[src/rtl/clock_time_core.sv]
// Timekeeping and scan-timing core: 1 Hz prescaler, BCD hh:mm:ss counter with
// manual set modes, and the free-running 3-bit digit-scan index.
module clock_time_core #(
  parameter int CLK_HZ   = 100_000_000,
  parameter int SCAN_DIV = 100_000
) (
  input  logic       clk,
  input  logic       rst_n,
  input  logic       run,
  input  logic [1:0] mode,
  input  logic       inc,
  output logic [7:0] hour,
  output logic [7:0] minute,
  output logic [7:0] second,
  output logic [2:0] select,
  output logic       tick_1hz
);

  localparam int PW = $clog2(CLK_HZ);
  localparam int SW = $clog2(SCAN_DIV);

  localparam logic [1:0] MODE_RUN      = 2'b00;
  localparam logic [1:0] MODE_SET_SEC  = 2'b01;
  localparam logic [1:0] MODE_SET_MIN  = 2'b10;
  localparam logic [1:0] MODE_SET_HOUR = 2'b11;

  localparam logic [PW-1:0] PSC_LAST  = PW'(CLK_HZ - 1);
  localparam logic [SW-1:0] SCAN_LAST = SW'(SCAN_DIV - 1);

  logic [PW-1:0] psc;
  logic [SW-1:0] spsc;
  logic          count_evt;

  // Wraps at the field maximum given as tens/ones digits; ones roll 9->0 otherwise.
  function automatic logic [7:0] bcd_inc(input logic [7:0] v,
                                         input logic [3:0] tmax,
                                         input logic [3:0] omax);
    if (v[7:4] == tmax && v[3:0] == omax) return 8'h00;
    else if (v[3:0] == 4'd9)              return {v[7:4] + 4'd1, 4'd0};
    else                                  return {v[7:4], v[3:0] + 4'd1};
  endfunction

  always_comb begin
    count_evt = (mode == MODE_RUN) && run && (psc == PSC_LAST);
  end

  always_ff @(posedge clk or negedge rst_n) begin
    if (!rst_n) begin
      psc <= '0;
    end else if (mode != MODE_RUN) begin
      psc <= '0;
    end else if (run) begin
      psc <= count_evt ? '0 : psc + 1'b1;
    end
  end

  always_ff @(posedge clk or negedge rst_n) begin
    if (!rst_n) begin
      hour     <= '0;
      minute   <= '0;
      second   <= '0;
      tick_1hz <= 1'b0;
    end else begin
      tick_1hz <= count_evt;
      if (count_evt) begin
        second <= bcd_inc(second, 4'd5, 4'd9);
        if (second == 8'h59) begin
          minute <= bcd_inc(minute, 4'd5, 4'd9);
          if (minute == 8'h59) hour <= bcd_inc(hour, 4'd2, 4'd3);
        end
      end else if (inc) begin
        // Set-mode increments touch one field only; no carry.
        case (mode)
          MODE_SET_SEC:  second <= bcd_inc(second, 4'd5, 4'd9);
          MODE_SET_MIN:  minute <= bcd_inc(minute, 4'd5, 4'd9);
          MODE_SET_HOUR: hour   <= bcd_inc(hour, 4'd2, 4'd3);
          default:       ;
        endcase
      end
    end
  end

  always_ff @(posedge clk or negedge rst_n) begin
    if (!rst_n) begin
      spsc   <= '0;
      select <= '0;
    end else if (spsc == SCAN_LAST) begin
      spsc   <= '0;
      select <= select + 1'b1;
    end else begin
      spsc <= spsc + 1'b1;
    end
  end

endmodule

[config.mk]
export PLATFORM = sky130hd
export DESIGN_NAME = clock_time_core
export DESIGN_NICKNAME = d
export VERILOG_FILES = /design/src/rtl/clock_time_core.sv
export SDC_FILE = /design/constraint.sdc
export NUM_CORES = 1
export LEC_CHECK = 0
export BUFFER_PORTS_ARGS = -buffer_cell sky130_fd_sc_hd__clkbuf_2
export CORE_ASPECT_RATIO = 0.5
export CORE_MARGIN = 2
export CORE_UTILIZATION = 27
export DETAILED_ROUTE_END_ITERATION = 10
export SETUP_SLACK_MARGIN = 0.1
export SYNTH_ARGS = -nofsm -noshare
export SYNTH_HDL_FRONTEND = slang
export SYNTH_SLANG_ARGS = --single-unit
[constraint.sdc]
create_clock -name clk -period 2.47 [get_ports clk]
set_input_delay 0.247 -clock clk [delete_from_list [all_inputs] [get_ports clk]]
set_output_delay 0.247 -clock clk [all_outputs]
set_load 0.02 [all_outputs]
# Word-level counts from Yosys, hierarchy flattened
# Cells that the tools add are included.
# W data, S select, Z words.
dict set report op_classes {
  n_eq_ne 16
  reduce_logical 15
  n_mux 22
  add_sub_neg 9
}
# operator n
set op_table {}
lappend op_table {{$mux W8} 18}
lappend op_table {{$mux W27} 3}
lappend op_table {{$add A27 B1 Y27 const B} 1}
lappend op_table {{$eq A27 B27 Y1 const B} 1}
lappend op_table {{$add A4 B1 Y4 const B} 6}
lappend op_table {{$add A17 B1 Y17 const B} 1}
lappend op_table {{$eq A17 B17 Y1 const B} 1}
lappend op_table {{$mux W17} 1}
lappend op_table {{$eq A8 B7 Y1 const B} 2}
lappend op_table {{$eq A4 B4 Y1 const B} 3}
lappend op_table {{$reduce_bool A2 Y1} 6}
lappend op_table {{$eq A4 B2 Y1 const B} 2}
lappend op_table {{$eq A4 B3 Y1 const B} 2}
lappend op_table {{$logic_and A1 B1 Y1} 5}
lappend op_table {{$eq A2 B2 Y1 const B} 2}
lappend op_table {{$ne A2 B1 Y1 const B} 2}
lappend op_table {{$reduce_and A4 Y1} 1}
lappend op_table {{$add A3 B1 Y3 const B} 1}
lappend op_table {{$reduce_and A3 Y1} 1}
lappend op_table {{$eq A2 B1 Y1 const B} 1}
lappend op_table {{$logic_not A2 Y1} 1}
lappend op_table {{$reduce_and A2 Y1} 1}
dict set report totals {
  register_bits 72
}

# Longest topological paths before layout
# Gate-level depths: netlist of the first run.
dict set report logic_depth {
  ltp_word 6
  mapped_depth 9
  ltp_nobuf 7
}

# Least setup slack after synthesis of the first run
# OpenSTA, ideal clock, no wires.
dict set report synth_path {
  path_kind {register to register}
  start {register psc[0]}
  end {register hour[0]}
  t_required_ps 2345
  setup_slack_ps 152
  path_stages_with_launch 8
  arrival_ps 2193
  cell_sequence {dfrtp_1 > ha_1 > nand3_1 > or4_4 > nor4_4 > or2_1 > buf_4 > mux2_4}
}
dict set report synth_between {
  elab_chain_len 4
  elab_cells_between_ends 8
}
# element line
set synth_rtl {}
lappend synth_rtl {{start, declared} 30} ;# logic [PW-1:0] psc;
lappend synth_rtl {{start signal, assigned} 53} ;# psc <= count_evt ? '0 : psc + 1'b1;
lappend synth_rtl {{$eq A27 B27 Y1 (*)} 44} ;# count_evt = (mode == MODE_RUN) && run && (psc == PSC_LAST);
lappend synth_rtl {{$logic_and A1 B1 Y1 (*)} 44}
lappend synth_rtl {{$ne A2 B1 Y1 (no source line) / $reduce_bool A2 Y1 (equally long branches)} --}
lappend synth_rtl {{$reduce_and A4 Y1 (no source line)} --}
lappend synth_rtl {{end signal, assigned} 69} ;# if (minute == 8'h59) hour <= bcd_inc(hour, 4'd2, 4'd3);
lappend synth_rtl {{end signal, assigned} 76} ;# MODE_SET_HOUR: hour <= bcd_inc(hour, 4'd2, 4'd3);
lappend synth_rtl {{end, declared} 12} ;# output logic [7:0] hour,
# Mark *: on every way between the ends. The rest lies on a longest branch, timed or not.
# A chain may end at the register's enable or synchronous reset.

# Final worst setup path of the first run
dict set report layout_path {
  start {register psc[1]}
  end {register hour[2]}
}
# Same word-level chain as after synthesis.

==> flow_summary_export.csv, run 1 <==
group,metric,value,unit
detailed_routing,ant_nets,0,
sta,finalSetupViolations,0,
synth,synth_edf_count,0,
setup_path,path_class,"reg2reg",
setup_path,worst_setup_path_end_kind,"register",
die,die-width,177.0,um
setup_path,rrSetupSlack,0.15,ns
detailed_routing,wl_met2,4018,um
sta,rsz0062_at_grt,"yes",
synth,ys.flop_type,"dfrtp_1",
power_and_ir_drop,vdd_drop_max,0.0003279,V
die,ioPinCount,34,
cts,clock_path_buffers,2,
status,status,"completed",
detailed_routing,via_per_inst,4.920,
sta,relSlewSlack,38.79,%
sta,fin_tns_setup,0,ns
placed_design,finalWeightedCongestion,0.8160,
layout,fillerInstances,1521,
layout,final_cell_mix,"dfrtp_1 (70), nand2_1 (36), nor2_1 (35)",
die,die_area,16020,um^2
detailed_routing,wl_met3,207,um
sta,max_freq,431.3,MHz
detailed_routing,drt-met1-wl,4172,um
sta,hold_viol_final,0,
cts,cts_inserted_buffers,9,
grt,grt_overflow,0,
setup_path,max_stage_delay,0.61,ns
grt,grt_pass1_vias,3028,
layout,multi_input_area,2152,um^2
synth,avgSynthCellArea,9.642,um^2
detailed_routing,drc,0,
cts,worstSkewPairLatency,0.33,ns
layout,layout-drive-gt1-share,21.03,%
setup_path,cp_data_arrival_time,2.54,ns
synth,synth_nets,440,
placed_design,post-dp-hpwl,5827,um
grt,track_usage,11.05,%
setup_path,cp_top_family,"simple AND/OR/NAND/NOR gates",
cts,root_buffer,"clkbuf_16",
setup_path,cp_cell_sequence,"ha_4 > nand3_4 > or4_4 > nor4_4 > buf_4 > o21ai_1 > mux2_2",
synth,yosys.area.top_type,"dfrtp_1",
setup_path,cp.required,2.69,ns
layout,regArea,1804,um^2
cts,postCtsHoldBufs,0,
detailed_routing,drtIter0Drc,185,
layout,layout-area-overhead-vs-synth,19.32,%
grt,grt_max_degree,73,
synth,synth_area_leaders,"dfrtp_1 (45%), ha_1 (4.6%), nand2_1 (3.3%), nor2_1 (3.3%), mux2_2 (3.1%)",
synth,synth_seq_area_share,44.60,%
worst_hold_path,min_path_type,"in2async",
sta,timing.hold.ws,0.04565,ns
setup_path,startpoint_type,"register",
grt,antenna_found_initial,0,
setup_path,cp_num_buf_inv,1,
synth,yosysWarnings,0,
sta,drv_slew,0,
grt,grt_first_pass_wirelength,14370,um
sta,worst_pin_slew,0.9182,ns
die,start_util,27.78,%
placed_design,io_buffers,33,
die,core-area,14550,um^2
detailed_routing,avgRoutedWirePerCell,12.85,um
cts,cts_tree,"done",
synth,postSynth.asyncResetShare,100.0,%
detailed_routing,top_layer_used,"met4",
synth,synth_area,4040,um^2
cts,htree_levels,3,
synth,syn_inst,419,
layout,antenna_cells,0,
sta,min_period,2.319,ns
cts,clkTransAtPathRegs,0.06,ns
detailed_routing,dr.pass1.iters,4,
run,max-cap-violations,0,
power_and_ir_drop,p_leak,0.002092,uW
layout,finalNetCount,482,
sta,finalCritPeriodShare,93.87,%
synth,yosysTopAreaCellShare,44.60,%
power_and_ir_drop,power.density,754.8,nW/um^2
setup_path,cp_slowest_cell,"or4_4",
die,die_height,90.50,um
die,rows,31,
detailed_routing,vias,3267,
setup_path,critPathMaxFanout,4,
synth,yosysUniqueCellTypes,60,
sta,finClkSkew,0.005840,ns
synth,synth-seq-cells,72,
layout,layout_commonest_cell,"dfrtp_1",
detailed_routing,drt_wl_total,8534,um
cts,cts.sinks,72,
-- report_power, final --
group          internal [uW]  total (uW)  switching (uW)
Clock                    705        1190             486
Combinational            400         912             512
Sequential              1320        1540             217
Total                   2420        3640            1210
-- synthesized netlist by cell type (6+ instances only) --
cell and instances:
a21oi_1 23, a31oi_1 15, and3_1 8, and3b_1 6, clkbuf_1 12, dfrtp_1 72, ha_1 15, inv_1 15
mux2_2 11, nand2_1 36, nand3_1 22, nand4_1 12, nor2_1 35, nor3_1 9, nor4_1 7, o21ai_0 21
xnor2_1 12, xor2_1 6
-- metrics by stage --
| stage | cells | power [uW] | instance area (um^2) | utilization (%) | setup slack (ns) |
|---|---|---|---|---|---|
| 2_1_floorplan | 419 | 2164 | 4040 | - | 0.1519 |
| 3_3_place_gp | 646 | 2459 | 4506 | 30.98 | 0.1323 |
| 3_5_place_dp | 646 | 2480 | 4506 | 30.98 | 0.09074 |
| 4_1_cts | 663 | 3694 | 4781 | 32.87 | 0.09906 |
| 5_1_grt | 664 | 3869 | 4821 | 33.14 | 0.05293 |
| 6_report | 664 | 3639 | 4821 | 33.14 | 0.1514 |
-- timing repair --
action                                  in CTS  in global routing
gates resized for setup                      0                  7
pin swaps                                    0                  5
endpoints found under the setup margin       3                 12
setup buffers                                1                  1
hold endpoints to repair                     0                  0
cloned                                       0                  0
-- final cells by class --
class | count | area share [%]
Clock buffer | 13 | 5.191
Clock inverter | 3 | 0.3634
Sequential cell | 72 | 37.43
Inverter | 15 | 1.168
Tap cell | 198 | 5.139
Multi-Input combinational cell | 315 | 44.64
Timing Repair Buffer | 48 | 6.073
-- sequential cells by signal (all words and copies together) (netlist names) --
signal / count
hour: 8
minute: 8
psc: 27
second: 8
select: 3
spsc: 17
tick_1hz: 1
-- worst reg2reg max path: stages (launching register included) --
cell and delay [ns]:
dfrtp_1 0.39, ha_4 0.17, nand3_4 0.09, or4_4 0.61
nor4_4 0.41, buf_4 0.19, o21ai_1 0.06, mux2_2 0.28
-- path summary, 6_finish.rpt --
kind | from | to | cells after the start
max in group asynchronous | rst_n | psc[5] | 1
min in group clk | mode[0] | psc[8] | 3
min reg2reg | select[2] | select[2] | 1
max | psc[1] | hour[2] | 7
min | rst_n | second[7] | 1
max reg2reg | psc[1] | hour[2] | 7
-- cells by family (layout without fill, tap and decap cells) --
kind of cell,after synthesis,after routing,synth area share (%)
AND/OR/NAND/NOR,176,176,24.75
AO/OA/AOI/OAI,90,90,14.31
flip-flops,72,72,44.60
buffers and inverters,32,79,3.128
XOR/XNOR,18,18,3.902
multiplexers,16,16,4.676
adder cells (fa/ha/maj),15,15,4.645
-- routing by layer --
layer / vias up / GRT usage [%]
li1: 1622 / -
met1: 1603 / 14.19
met2: 30 / 17.67
met3: 12 / 2.820
met4: 0 / 4.614
met5: - / 0
Note: power is estimated with default switching activity, not from simulation.
==> run 2, diff against run 1 <==
--- a/config.mk
+++ b/config.mk
@@ -5,10 +5,12 @@
 export SDC_FILE = /design/constraint.sdc
 export NUM_CORES = 1
 export LEC_CHECK = 0
+export ABC_AREA = 0
 export BUFFER_PORTS_ARGS = -buffer_cell sky130_fd_sc_hd__clkbuf_2
 export CORE_ASPECT_RATIO = 0.5
 export CORE_MARGIN = 2
 export CORE_UTILIZATION = 27
+export CTS_BUF_LIST = sky130_fd_sc_hd__clkbuf_4 sky130_fd_sc_hd__clkbuf_8
 export DETAILED_ROUTE_END_ITERATION = 10
 export SETUP_SLACK_MARGIN = 0.1
 export SYNTH_ARGS = -nofsm -noshare
==> run 2 against run 1 <==
Net effect: via count is 0.52% lower; flip-flop and latch count unchanged; non-clock buffer count stayed put; worst setup slack improved by 0.070 ns; critical path depth unchanged; first-iteration DRC count increased by 16%; core utilization shrank 0.61 points; routed wire length decreased by 0.95%; sequential power is essentially flat; highest routed layer unchanged; total power fell by 9.0%; largest cell class unchanged; critical endpoint unchanged; maximum frequency rose by 3.1%; hold slack worse by 0.021 ns.
==> flow_summary_export.csv, run 2 (same netlist as run 1, synthesis figures left out) <==
group,metric,value,unit
layout,largest_register_ff_count,27,
cts,cts.sinks,72,
grt,grt_overflow,0,
layout,final_cell_mix,"dfrtp_1 (69), nand2_1 (36), nor2_1 (35)",
detailed_routing,dr.pass1.iters,5,
sta,finalSetupViolations,0,
sta,rsz0062_at_grt,"no",
setup_path,startpoint_type,"register",
cts,postCtsHoldBufs,0,
layout,instances_no_fill,664,
placed_design,pre_cts_slack,0.09074,ns
cts,root_buffer,"clkbuf_8",
grt,grt_max_degree,73,
run,max-cap-violations,0,
detailed_routing,via_per_inst,4.895,
die,die-width,177.0,um
sta,max_freq,444.7,MHz
detailed_routing,drtIter0Drc,215,
die,core-area,14550,um^2
layout,regArea,1805,um^2
grt,antenna_found_initial,0,
power_and_ir_drop,internal_power,2141,uW
die,die_area,16020,um^2
sta,fin_tns_setup,0,ns
power_and_ir_drop,power.switching,1172,uW
placed_design,dpl-instance-area,4506,um^2
setup_path,path_class,"reg2reg",
power_and_ir_drop,pwr-share-comb,27.6,%
placed_design,dp_cells,646,
layout,fillerInstances,1527,
cts,worstSkewPairLatency,0.35,ns
sta,relSlewSlack,38.85,%
sta,timing.hold.ws,0.02481,ns
cts,htree_levels,3,
sta,finalCritPeriodShare,91.04,%
grt,grt_first_pass_wirelength,14320,um
layout,largestRegisters,"psc: 27 flops, spsc: 17 flops",
cts,clkTransAtPathRegs,0.08,ns
die,rows,31,
sta,min_period,2.249,ns
cts,clock_path_buffers,2,
layout,finalNetCount,482,
status,status,"completed",
setup_path,worst_setup_path_end_kind,"register",
layout,regMostFlops,"psc",
detailed_routing,drc,0,
die,die_height,90.50,um
layout,layout_commonest_cell,"dfrtp_1",
layout,postLayoutCellArea,4732,um^2
detailed_routing,drt_wl_total,8453,um
detailed_routing,avgRoutedWirePerCell,12.73,um
power_and_ir_drop,p_seq_share,46.3,%
layout,multi_input_area,2152,um^2
power_and_ir_drop,p_leak,0.002055,uW
die,start_util,27.78,%
sta,drv_slew,0,
grt,grt_pass1_vias,3026,
detailed_routing,vias,3250,
detailed_routing,ant_nets,0,
sta,worst_pin_slew,0.9172,ns
sta,hold_viol_final,0,
layout,antenna_cells,0,
setup_path,critPathMaxFanout,4,
die,ioPinCount,34,
setup_path,cp.required,2.71,ns
placed_design,post-dp-hpwl,5827,um
power_and_ir_drop,switching_share,35.39,%
layout,layout-drive-gt1-share,21.89,%
layout,layout-area-overhead-vs-synth,17.13,%
worst_hold_path,min_path_type,"in2async",
placed_design,io_buffers,33,
power_and_ir_drop,power_frac_clock,26.2,%
setup_path,cp_data_arrival_time,2.49,ns
power_and_ir_drop,vdd_drop_max,0.0002481,V
sta,finClkSkew,0.006719,ns
sta,fin_ws,0.2214,ns
cts,cts_tree,"done",
grt,track_usage,10.98,%
placed_design,finalWeightedCongestion,0.8160,
cts,cts_inserted_buffers,9,
power_and_ir_drop,power.density,700.1,nW/um^2
## run 2: changes by cell type in the layout (fill, tap and decap cells not counted)
cell,change
clkbuf_1,-3
clkbuf_16,-9
clkbuf_4,+3
clkbuf_8,+9
dfrtp_1,-1
dfrtp_2,+1
## run 2: what timing repair did
| item | CTS | global route |
|---|---|---|
| hold endpoints to repair | 0 | 0 |
| cloned | 0 | 0 |
| pin swaps | 2 | 3 |
| setup buffers | 1 | 1 |
| endpoints found under the setup margin | 3 | 9 |
| resized for setup | 2 | 6 |
## run 2: power by group through the flow
| stage | registers, uW | logic [uW] | clock network [uW] |
|---|---|---|---|
| floorplan | 1670 | 495 | 0 |
| global placement | 1560 | 903 | 0 |
| detailed placement | 1560 | 922 | 0 |
| CTS | 1540 | 925 | 901 |
| global route | 1570 | 1020 | 946 |
| finish | 1530 | 913 | 868 |
## run 2: path summary, 6_finish.rpt
check	slack, ns	to	depth (start not counted)	start
max	0.22	hour[2]	7	psc[1]
min	0.02	second[7]	1	rst_n
max reg2reg	0.22	hour[2]	7	psc[1]
min reg2reg	0.48	select[2]	1	select[2]
max in group asynchronous	1.81	psc[4]	1	rst_n
min in group clk	0.26	psc[8]	3	mode[0]
## run 2: per-layer routing
layer / track usage, % / vias up / part of all wire [%]
met5: 0 / - / 0
met4: 3.926 / 0 / 1.0
met3: 2.904 / 6 / 3.0
met2: 17.77 / 30 / 48
met1: 14.11 / 1597 / 48
li1: - / 1617 / -
## run 2: through the flow
stage	power (uW)	utilization (%)
6_report	3313	32.53
5_1_grt	3533	32.53
4_1_cts	3362	32.30
3_5_place_dp	2480	30.98
3_3_place_gp	2459	30.98
2_1_floorplan	2164	-
## run 2: layout make-up
class | instances | share of cell area [%]
clock buffer | 13 | 3.384
clock inverter | 3 | 0.3702
inverter | 15 | 1.190
multi-input combinational | 315 | 45.48
sequential | 72 | 38.15
tap | 198 | 5.235
timing repair buffer | 48 | 6.187
## run 2: critical path, cell delays in order (launching register included)
cell     delay, ns
dfrtp_1       0.40
ha_4          0.17
nand3_4       0.09
or4_4         0.55
nor4_4        0.40
buf_4         0.19
o21ai_1       0.06
mux2_2        0.27
